### src/rtl/bus_ctrl_pkg.sv
// Shared types for the register-to-register bus transfer controller.
// Record fields are sized for up to 256 registers and 256 requesters.
package bus_ctrl_pkg;

  localparam int unsigned IDX_W_MAX = 8;

  typedef enum logic [1:0] {
    ST_IDLE,
    ST_DRIVE,
    ST_LATCH,
    ST_HOLD
  } state_e;

  typedef struct packed {
    logic [IDX_W_MAX-1:0] rid;
    logic [IDX_W_MAX-1:0] src;
    logic [IDX_W_MAX-1:0] dst;
  } xfer_t;

endpackage

### src/rtl/bus_xfer_ctrl_if.sv
// Requester and register-bank signals of the bus transfer controller.
// The master modport is the requester side; the slave modport is the controller.
interface bus_xfer_ctrl_if #(
  parameter int unsigned NREG = 8,
  parameter int unsigned NREQ = 4
);
  localparam int unsigned IW = $clog2(NREG);

  logic [NREQ-1:0]         req;
  logic [NREQ-1:0][IW-1:0] req_src;
  logic [NREQ-1:0][IW-1:0] req_dst;
  logic [NREQ-1:0]         ack;
  logic [NREQ-1:0]         err;
  logic [NREG-1:0]         reg_en;
  logic [NREG-1:0]         reg_set;
  logic                    busy;

  modport master (
    output req, req_src, req_dst,
    input  ack, err, reg_en, reg_set, busy
  );

  modport slave (
    input  req, req_src, req_dst,
    output ack, err, reg_en, reg_set, busy
  );

endinterface

### src/rtl/rr_arbiter.sv
// Round-robin arbiter: search starts one past the last accepted grant.
// After reset the pointer sits on NREQ-1, so requester 0 has top priority.
module rr_arbiter #(
  parameter  int unsigned NREQ = 4,
  localparam int unsigned PW   = $clog2(NREQ)
) (
  input  logic            clk,
  input  logic            rst_n,
  input  logic [NREQ-1:0] req,
  input  logic            accept,
  output logic [NREQ-1:0] grant_c,
  output logic [PW-1:0]   gidx_c
);

  logic [PW-1:0] ptr;

  always_ff @(posedge clk) begin
    if (!rst_n) begin
      ptr <= PW'(NREQ - 1);
    end else if (accept) begin
      ptr <= gidx_c;
    end
  end

  // First requesting index walking forward from ptr+1, wrapping modulo NREQ.
  always_comb begin
    logic          found;
    logic [PW-1:0] k;
    int            idx;
    grant_c = '0;
    gidx_c  = '0;
    found   = 1'b0;
    k       = '0;
    idx     = 0;
    for (int i = 1; i <= int'(NREQ); i++) begin
      idx = (int'(ptr) + i) % int'(NREQ);
      k   = PW'(idx);
      if (!found && req[k]) begin
        found      = 1'b1;
        gidx_c     = k;
        grant_c[k] = 1'b1;
      end
    end
  end

endmodule

### src/rtl/bus_xfer_ctrl.sv
// Sequences one register-to-register move over a shared tri-state bus:
// drive the source, strobe the destination, hold, then ack the requester.
module bus_xfer_ctrl
  import bus_ctrl_pkg::*;
#(
  parameter int unsigned NREG = 8,
  parameter int unsigned NREQ = 4
) (
  input logic            clk,
  input logic            rst_n,
  bus_xfer_ctrl_if.slave bus
);

  localparam int unsigned IW = $clog2(NREG);
  localparam int unsigned PW = $clog2(NREQ);

  state_e          state, state_nx;
  xfer_t           xfer, xfer_nx;
  logic [NREG-1:0] reg_en_nx, reg_set_nx;
  logic [NREQ-1:0] ack_nx, err_nx;
  logic            busy_nx;
  logic [NREQ-1:0] grant_c;
  logic [PW-1:0]   gidx_c;
  logic            accept_c;
  logic [IW-1:0]   sel_src_c, sel_dst_c;

  assign accept_c  = (state == ST_IDLE) && (|grant_c);
  assign sel_src_c = bus.req_src[gidx_c];
  assign sel_dst_c = bus.req_dst[gidx_c];

  rr_arbiter #(.NREQ(NREQ)) u_arb (
    .clk     (clk),
    .rst_n   (rst_n),
    .req     (bus.req),
    .accept  (accept_c),
    .grant_c (grant_c),
    .gidx_c  (gidx_c)
  );

  always_ff @(posedge clk) begin
    if (!rst_n) begin
      state       <= ST_IDLE;
      xfer        <= '0;
      bus.reg_en  <= '0;
      bus.reg_set <= '0;
      bus.ack     <= '0;
      bus.err     <= '0;
      bus.busy    <= 1'b0;
    end else begin
      state       <= state_nx;
      xfer        <= xfer_nx;
      bus.reg_en  <= reg_en_nx;
      bus.reg_set <= reg_set_nx;
      bus.ack     <= ack_nx;
      bus.err     <= err_nx;
      bus.busy    <= busy_nx;
    end
  end

  // Outputs are decoded for the state being entered so they land registered.
  always_comb begin
    state_nx   = state;
    xfer_nx    = xfer;
    reg_en_nx  = '0;
    reg_set_nx = '0;
    ack_nx     = '0;
    err_nx     = '0;
    unique case (state)
      ST_IDLE: begin
        if (accept_c) begin
          state_nx     = ST_DRIVE;
          xfer_nx.rid  = IDX_W_MAX'(gidx_c);
          xfer_nx.src  = IDX_W_MAX'(sel_src_c);
          xfer_nx.dst  = IDX_W_MAX'(sel_dst_c);
          if (sel_src_c != sel_dst_c) reg_en_nx = NREG'(1) << sel_src_c;
        end
      end
      ST_DRIVE: begin
        state_nx = ST_LATCH;
        if (xfer.src != xfer.dst) begin
          reg_en_nx  = NREG'(1) << xfer.src;
          reg_set_nx = NREG'(1) << xfer.dst;
        end
      end
      ST_LATCH: begin
        state_nx = ST_HOLD;
        ack_nx   = NREQ'(1) << xfer.rid;
        if (xfer.src != xfer.dst) reg_en_nx = NREG'(1) << xfer.src;
        else                      err_nx    = NREQ'(1) << xfer.rid;
      end
      ST_HOLD: begin
        state_nx = ST_IDLE;
      end
      default: begin
        state_nx = ST_IDLE;
      end
    endcase
    busy_nx = (state_nx != ST_IDLE);
  end

endmodule
### src/flat_wrapper.sv
// flat-port wrapper written by rule: the top's interface ports become plain ports
module bus_xfer_ctrl_flat import bus_ctrl_pkg::*;
#(
  parameter int unsigned NREG = 8,
  parameter int unsigned NREQ = 4
)
  (clk, rst_n, bus_req, bus_req_src, bus_req_dst, bus_ack, bus_err, bus_reg_en, bus_reg_set, bus_busy);
  bus_xfer_ctrl_if #(.NREG(NREG), .NREQ(NREQ)) bus_i ();
  input logic clk;
  input logic rst_n;
  input wire logic [$bits(bus_i.req)-1:0] bus_req;
  input wire logic [$bits(bus_i.req_src)-1:0] bus_req_src;
  input wire logic [$bits(bus_i.req_dst)-1:0] bus_req_dst;
  output wire logic [$bits(bus_i.ack)-1:0] bus_ack;
  output wire logic [$bits(bus_i.err)-1:0] bus_err;
  output wire logic [$bits(bus_i.reg_en)-1:0] bus_reg_en;
  output wire logic [$bits(bus_i.reg_set)-1:0] bus_reg_set;
  output wire logic [$bits(bus_i.busy)-1:0] bus_busy;
  assign bus_i.req = bus_req;
  assign bus_i.req_src = bus_req_src;
  assign bus_i.req_dst = bus_req_dst;
  assign bus_ack = bus_i.ack;
  assign bus_err = bus_i.err;
  assign bus_reg_en = bus_i.reg_en;
  assign bus_reg_set = bus_i.reg_set;
  assign bus_busy = bus_i.busy;
  bus_xfer_ctrl #(.NREG(NREG), .NREQ(NREQ)) u_core (.clk(clk), .rst_n(rst_n), .bus(bus_i));
endmodule
### config.mk
export PLATFORM = sky130hd
export DESIGN_NAME = bus_xfer_ctrl_flat
export DESIGN_NICKNAME = d
export VERILOG_FILES = /design/src/rtl/bus_ctrl_pkg.sv /design/src/rtl/bus_xfer_ctrl_if.sv /design/src/rtl/rr_arbiter.sv /design/src/rtl/bus_xfer_ctrl.sv /design/src/flat_wrapper.sv
export SDC_FILE = /design/constraint.sdc
export NUM_CORES = 1
export LEC_CHECK = 0
export CAP_MARGIN = 30
export CORE_MARGIN = 8
export CORE_UTILIZATION = 40
export DETAILED_ROUTE_END_ITERATION = 6
export PLACE_DENSITY_LB_ADDON = 0.1
export REMOVE_ABC_BUFFERS = 1
export SYNTH_ARGS = -nofsm -noshare
export SYNTH_HDL_FRONTEND = slang
export SYNTH_SLANG_ARGS = --single-unit
### constraint.sdc
create_clock -name clk -period 3.5 [get_ports clk]
set_clock_uncertainty 0.05 [all_clocks]
set_input_delay 0.7 -clock clk [delete_from_list [all_inputs] [get_ports clk]]
set_output_delay 0.7 -clock clk [all_outputs]
set_load 0.02 [all_outputs]
Yosys cells after proc, flatten, opt, wreduce, memory -nomap -nowiden
Cells that the tools add are included.
- flip-flop bits (word level): 37
- input port bits: 30
- output and inout port bits: 25
- logic and storage cells: 93
- $add $sub $neg: 4
- order comparisons: 9
- equal/unequal tests: 5
- shifts and indexed selects: 4
- muxes and demuxes: 37
- bitwise gates (word level): 5
- reductions and logical operators: 19
- operator list (operator ; count):
    $mux 8 ; 3
    $shl 1x3->8 const A ; 3
    $mux 4 ; 4
    $pmux 8 s2 ; 1
    $lt 2x3->1 const B ; 5
    $bmux 3 s2 ; 2
    $or 4x4->4 ; 3
    $mux 1 ; 11
    $mux 2 ; 5
    $bmux 1 s2 ; 4
    $demux 1 s2 ; 4
    $ge 2x1->1 const B ; 4
    $logic_and 1x1->1 ; 8
    $pmux 2 s4 ; 1
    $mux 3 ; 2
    $ne 3x3->1 ; 2
    $add 2x1->2 const B ; 2
    $add 2x2->2 const B ; 2
    $eq 2x2->1 const B ; 2
    $reduce_and 2->1 ; 2
    $reduce_or 4->1 ; 1
    $shl 1x2->4 const A ; 1
    $logic_not 1->1 ; 3
    $reduce_and 3->1 ; 1
    6 further kinds ; 7

Longest topological paths before layout
- depth after elaboration: 19
- depth in mapped cells: 14
- mapped depth without buffers: 11

Modules after synthesis
From an unflattened synthesis, not the netlist that was laid out.
- cell total of the unflattened synthesis: 223
- area, all modules: 2130.8 µm²
- modules (own cells, without submodules) (module ; times used ; cells each ; area each (µm²) ; sequential area each (µm²)):
    bus_xfer_ctrl ; 1 ; 152 ; 1532.7 ; 700.7
    rr_arbiter ; 1 ; 71 ; 598.1 ; 40.0

Worst setup path before layout
OpenSTA, ideal clock, no wires.
- path kind: register to register
- start point: register u_core.u_arb.ptr[0]
- end point: register u_core.bus.reg_en[1]
- arrival: 3.221 ns
- required time: 3.322 ns
- setup slack: 0.101 ns
- cell stages (with the launch flop): 13
- path buffers: 1
- cell sequence: dfxtp_1 inv_1 ha_1 mux4_2 o22a_1 a21oi_2 or3_1 buf_6 mux2_4 o221a_4 xnor2_4 o31ai_2 o21ai_1
- word-level cells in the longest chain between the ends: 19
- elaborated cells on any way between the ends: 63
- ends and longest elaborated chain (item ; line ; source):
    start: declaration ; rr_arbiter.sv:15 ; logic [PW-1:0] ptr;
    start signal: assignment ; rr_arbiter.sv:19 ; ptr <= PW'(NREQ - 1);
    start signal: assignment ; rr_arbiter.sv:21 ; ptr <= gidx_c;
    $add 2x1->2 ; rr_arbiter.sv:36 ; idx = (int'(ptr) + i) % int'(NREQ);
    $bmux 1 s2 ; rr_arbiter.sv:38 ; if (!found && req[k]) begin
    $mux 1 (not written as such) ; rr_arbiter.sv:38 ;
    $mux 1 ; rr_arbiter.sv:38 ;
    $logic_not 1->1 ; rr_arbiter.sv:38 ;
    $logic_and 1x1->1 ; rr_arbiter.sv:38 ;
    $mux 1 ; rr_arbiter.sv:38 ;
    $logic_not 1->1 ; rr_arbiter.sv:38 ;
    [3 not listed] ; n/a ;
    $logic_and 1x1->1 ; rr_arbiter.sv:38 ;
    $mux 2 ; rr_arbiter.sv:38 ;
    $bmux 3 s2, on equally long branches ; bus_xfer_ctrl.sv:28, bus_xfer_ctrl.sv:29 ;
    $mux 3, on equally long branches ; bus_xfer_ctrl.sv:28, bus_xfer_ctrl.sv:29 ;
    $ne 3x3->1 / $shl 1x3->8 (equally long branches) ; bus_xfer_ctrl.sv:75 ; if (sel_src_c != sel_dst_c) reg_en_nx = NREG'(1) << sel_src_c;
    $mux 8 ; bus_xfer_ctrl.sv:75 ;
    $mux 8 (*) ; bus_xfer_ctrl.sv:70 ; if (accept_c) begin
    $pmux 8 s2 (*) ; bus_xfer_ctrl.sv:68 ; unique case (state)
    end signal: assignment ; bus_xfer_ctrl.sv:52 ; bus.reg_en <= reg_en_nx;
    end: declaration ; bus_xfer_ctrl_if.sv:25 ; output ack, err, reg_en, reg_set, busy
Mark *: on every way between the ends. The rest lies on a longest branch, timed or not. The select of a mux whose other input is x is not followed.
A chain may end at the register's enable or synchronous reset.

Worst setup path after layout
- start point: input bus_req[3]
- end point: register u_core.bus.reg_en[2]
- word-level cells in the longest chain between the ends: 18
- elaborated cells on any way between the ends: 39
- ends and longest elaborated chain (item ; line ; source):
    start: declaration ; flat_wrapper.sv:11 ; input wire logic [$bits(bus_i.req)-1:0] bus_req;
    $bmux 1 s2 ; rr_arbiter.sv:38 ;
    $mux 1 (not written as such) ; rr_arbiter.sv:38 ;
    $mux 1 ; rr_arbiter.sv:38 ;
    $logic_not 1->1 ; rr_arbiter.sv:38 ;
    $logic_and 1x1->1 ; rr_arbiter.sv:38 ;
    $mux 1 ; rr_arbiter.sv:38 ;
    $logic_not 1->1 ; rr_arbiter.sv:38 ;
    $logic_and 1x1->1 ; rr_arbiter.sv:38 ;
    [2 not listed] ; n/a ;
    $logic_and 1x1->1 ; rr_arbiter.sv:38 ;
    $mux 2 ; rr_arbiter.sv:38 ;
    $bmux 3 s2, on equally long branches ; bus_xfer_ctrl.sv:28, bus_xfer_ctrl.sv:29 ;
    $mux 3, on equally long branches ; bus_xfer_ctrl.sv:28, bus_xfer_ctrl.sv:29 ;
    $ne 3x3->1 / $shl 1x3->8 (equally long branches) ; bus_xfer_ctrl.sv:75 ;
    $mux 8 ; bus_xfer_ctrl.sv:75 ;
    $mux 8 (*) ; bus_xfer_ctrl.sv:70 ;
    $pmux 8 s2 (*) ; bus_xfer_ctrl.sv:68 ;
Marked as above.

==> results.md <==
- Max FO, Critical Path: 8
- Post-route cell area: 2930 sq um
- Maximum resistive drop on vdd: between 0.0003 and 0.0004 V
- R2R depth: 11
- # clock sinks: 37
- CP endpoint: u_core.bus.reg_en[2]
- Distinct cells, synth: 55
- Num CTS Buffers: 5
- Worst path arrival time: 3.44 ns
- Sw Pwr: 0.000980 W
- CP required: 3.62 ns
- Fin nets: 339
- Worst hold path class: reg -> reg
- DRC viols: 0
- First-pass GRT wire length: 8010 um
- WP depth: 11
- Synth Cell Area: between 2000 and 2500 sq um
- Most frequent cell after synthesis: dfxtp_1
- Via density: 4.92
- Port bufs: 54
- Slew Viols, Final: 0
- Family with the most delay on the worst path: compound AO/OA/AOI/OAI gates
- CP max stage delay: 0.58 ns
- Layout area overhead: 37.2%
- Filler-free cell count of the finished design: 367
- Sw Share: 0.424
- Antenna viol nets, final: 0
- Core ar.: slightly above 5000 sq um
- CP max stage cell: clkdlybuf4s50_1
- Commonest cells in the netlist: 37 x dfxtp_1, 17 x mux2i_1, 16 x nor2_1
- Die span in x: 89.1 um
- Largest net degree at the start of global routing: 18
- Placed Instances: 359
- Synth top area share: 0.347
- Sequential power share: 0.262
- Fmax achieved: 302 MHz
- Finish-stage setup viols: 0
- Die height: just under 90 um
- Crit-path cells: clkdlybuf4s50_1, mux4_2, o22a_1, a21oi_2, or3_1, buf_4, nand2b_2, o221a_4, xnor2_4, o311ai_4, o21ai_1
- Post-Syn Area per Cell: 9.54 sq um
- Worst reg-to-reg setup slack: ~0.32 ns
- Hold Vio Cnt, Final: 0
- RSZ-0062 raised after global routing: no
- H-tree depth: 2
- Worst hold path cell count: 1
- Crit. End Element: register
- Logic pwr share: 0.618
- Post-route clock period utilization: 0.947
- Source of the critical timing path: bus_req[3]
- Root buffer cell: clkbuf_8
- Vias in the first global route: 1754
- Cells after synthesis: between 200 and 250
- Clock Tree Buf Depth: 2
- Clock share of power: 0.120
- Synth Register Bits: 37
- Via Count: 1806
- P_int: around 0.0013 W
- Initial antenna violation count: 0
- Worst Hold Margin: 0.436 ns
- Detailed-router iteration count before antenna repair: 4
- Primary FF master, synth: dfxtp_1
- Hold_buf cts: 0
- Power density over the cells: 787 nW/um^2
- Cell Rows: 26
- Async S/R FF share, synth: 0
- Detailed Route WL: 4630 um
- Max-capacitance violation count: 0
- Worst path buffer plus inverter count: 2
- Status: finished clean
- Post-synth EDFFs: 0
- Reg2reg end: u_core.bus.reg_en[2]
- Final Wtd Congestion: around 0.79
- CTS tree: done
- Total GRT Usage: 0.127
- WL/cell: 12.6 um
- Syn. warnings: 0
- Slew @ Worst Pin: between 0.4 and 0.5 ns
- Initial Utilization: 0.416
- R2R Path Start: u_core.u_arb.ptr[1]
- Crit start category: input pin
- Ant. Diodes: 0
- DRT iter0 DRCs: 80
- Die ar.: 7940 sq um
- Post-Place Cell Area: 2840 sq um
- Hpwl dp: 3670 um
- Clk slew on worst S/H paths: approximately 0.070 ns
- Seq/Total Area, Yosys: 0.347
- Fin crit period: 3.31 ns
- P_leak: 1.19 nW
- Worst Path Class, Setup: in -> reg
- Global route total overflow: 0
- Worst-skew pair later-pin latency: 0.29 ns
- Slew headroom: 0.684
- Synth area leader: dfxtp_1
- Top post-synthesis cells by area: dfxtp_1 35%, mux2i_1 8.0%, ha_1 7.6%
- Share of layout cells above drive strength 1: 0.162
- I/O pin count: 55
## registers in the layout, summed over array words and instances, names as in the netlist
| register | cells |
|---|---|
| u_core.bus.err | 4 |
| u_core.bus.reg_set | 8 |
| u_core.u_arb.ptr | 2 |
| u_core.state | 2 |
| u_core.xfer | 8 |
| u_core.bus.busy | 1 |
| u_core.bus.reg_en | 8 |
| u_core.bus.ack | 4 |
## cell families after synthesis
family | Yosys count | synth area share
AOI/OAI and AO/OA | 40 | 0.146
xor gates and xnor gates | 5 | 0.0293
adders and majority gates | 13 | 0.0761
buffers and inverters | 22 | 0.0685
DFF | 37 | 0.347
muxes | 22 | 0.120
and+or+nand+nor | 85 | 0.214
## per-stage QoR
step	power [W]	util	TNS, ns	setup WS [ns]
3_3_place_gp	0.00201	0.553	-0.784	-0.0964
3_5_place_dp	0.00203	0.553	-1.11	-0.136
5_1_grt	0.00249	0.571	0	0.0426
2_1_floorplan	0.00154	-	-2.58	-0.329
6_report	0.00231	0.571	0	0.186
4_1_cts	0.00231	0.569	0	0.166
## power groups by stage
stage / clock [W] / combinational [W] / sequential (W)
2_1_floorplan: 0 / 0.000874 / 0.000663
3_3_place_gp: 0 / 0.00140 / 0.000612
3_5_place_dp: 0 / 0.00141 / 0.000614
4_1_cts: 0.000285 / 0.00142 / 0.000605
5_1_grt: 0.000304 / 0.00157 / 0.000622
6_report: 0.000277 / 0.00143 / 0.000605
## metal layers
layer / track usage / vias to the layer above / part of all wire
li1: - / 934 / -
met1: 0.162 / 809 / 0.48
met2: 0.196 / 58 / 0.43
met3: 0.0377 / 5 / 0.068
met4: 0.0498 / 0 / 0.018
met5: 0 / - / 0
## worst min-delay path by stage
stage | from | endpoint | slack, ns
floorplan | u_core.xfer[16] | u_core.bus.ack[2] | 0.39
global placement | u_core.xfer[16] | u_core.bus.ack[2] | 0.42
detailed placement | u_core.xfer[17] | u_core.bus.ack[0] | 0.43
CTS | u_core.xfer[17] | u_core.bus.ack[0] | 0.44
global route | u_core.xfer[10] | u_core.xfer[10] | 0.48
finish | u_core.xfer[16] | u_core.bus.ack[2] | 0.44
## timing repair
item | in CTS | in global routing
endpoints found under the hold margin | 0 | 0
setup buffers | 0 | 0
setup endpoints to repair | 0 | 6
gates resized for setup | 0 | 2
## placed cells by master (no fill, tap or decap), types with 3 or more instances in the layout
master / n
clkbuf_8: 5
a21boi_0: 4
nor2b_1: 8
inv_1: 9
a21oi_1: 3
ha_1: 13
nor3_1: 10
buf_4: 22
and2b_2: 4
o21ai_0: 8
nand4_1: 3
mux2i_1: 17
nand2b_1: 4
xnor2_1: 3
nand2_1: 14
nor2_1: 16
and2_1: 3
clkdlybuf4s50_1: 54
nand3_1: 10
dfxtp_1: 37
o21ai_1: 9
## layout make-up
type	instances	area, sq um
Timing Repair Buffer	77	726
Inverter	10	37.5
Clock inverter	2	10.0
Multi-Input combinational cell	165	1260
Fill cell	512	2210
Clock buffer	6	72.6
Sequential cell	37	741
Tap cell	70	87.6
No activity file was read; power rests on OpenSTA's default activity.
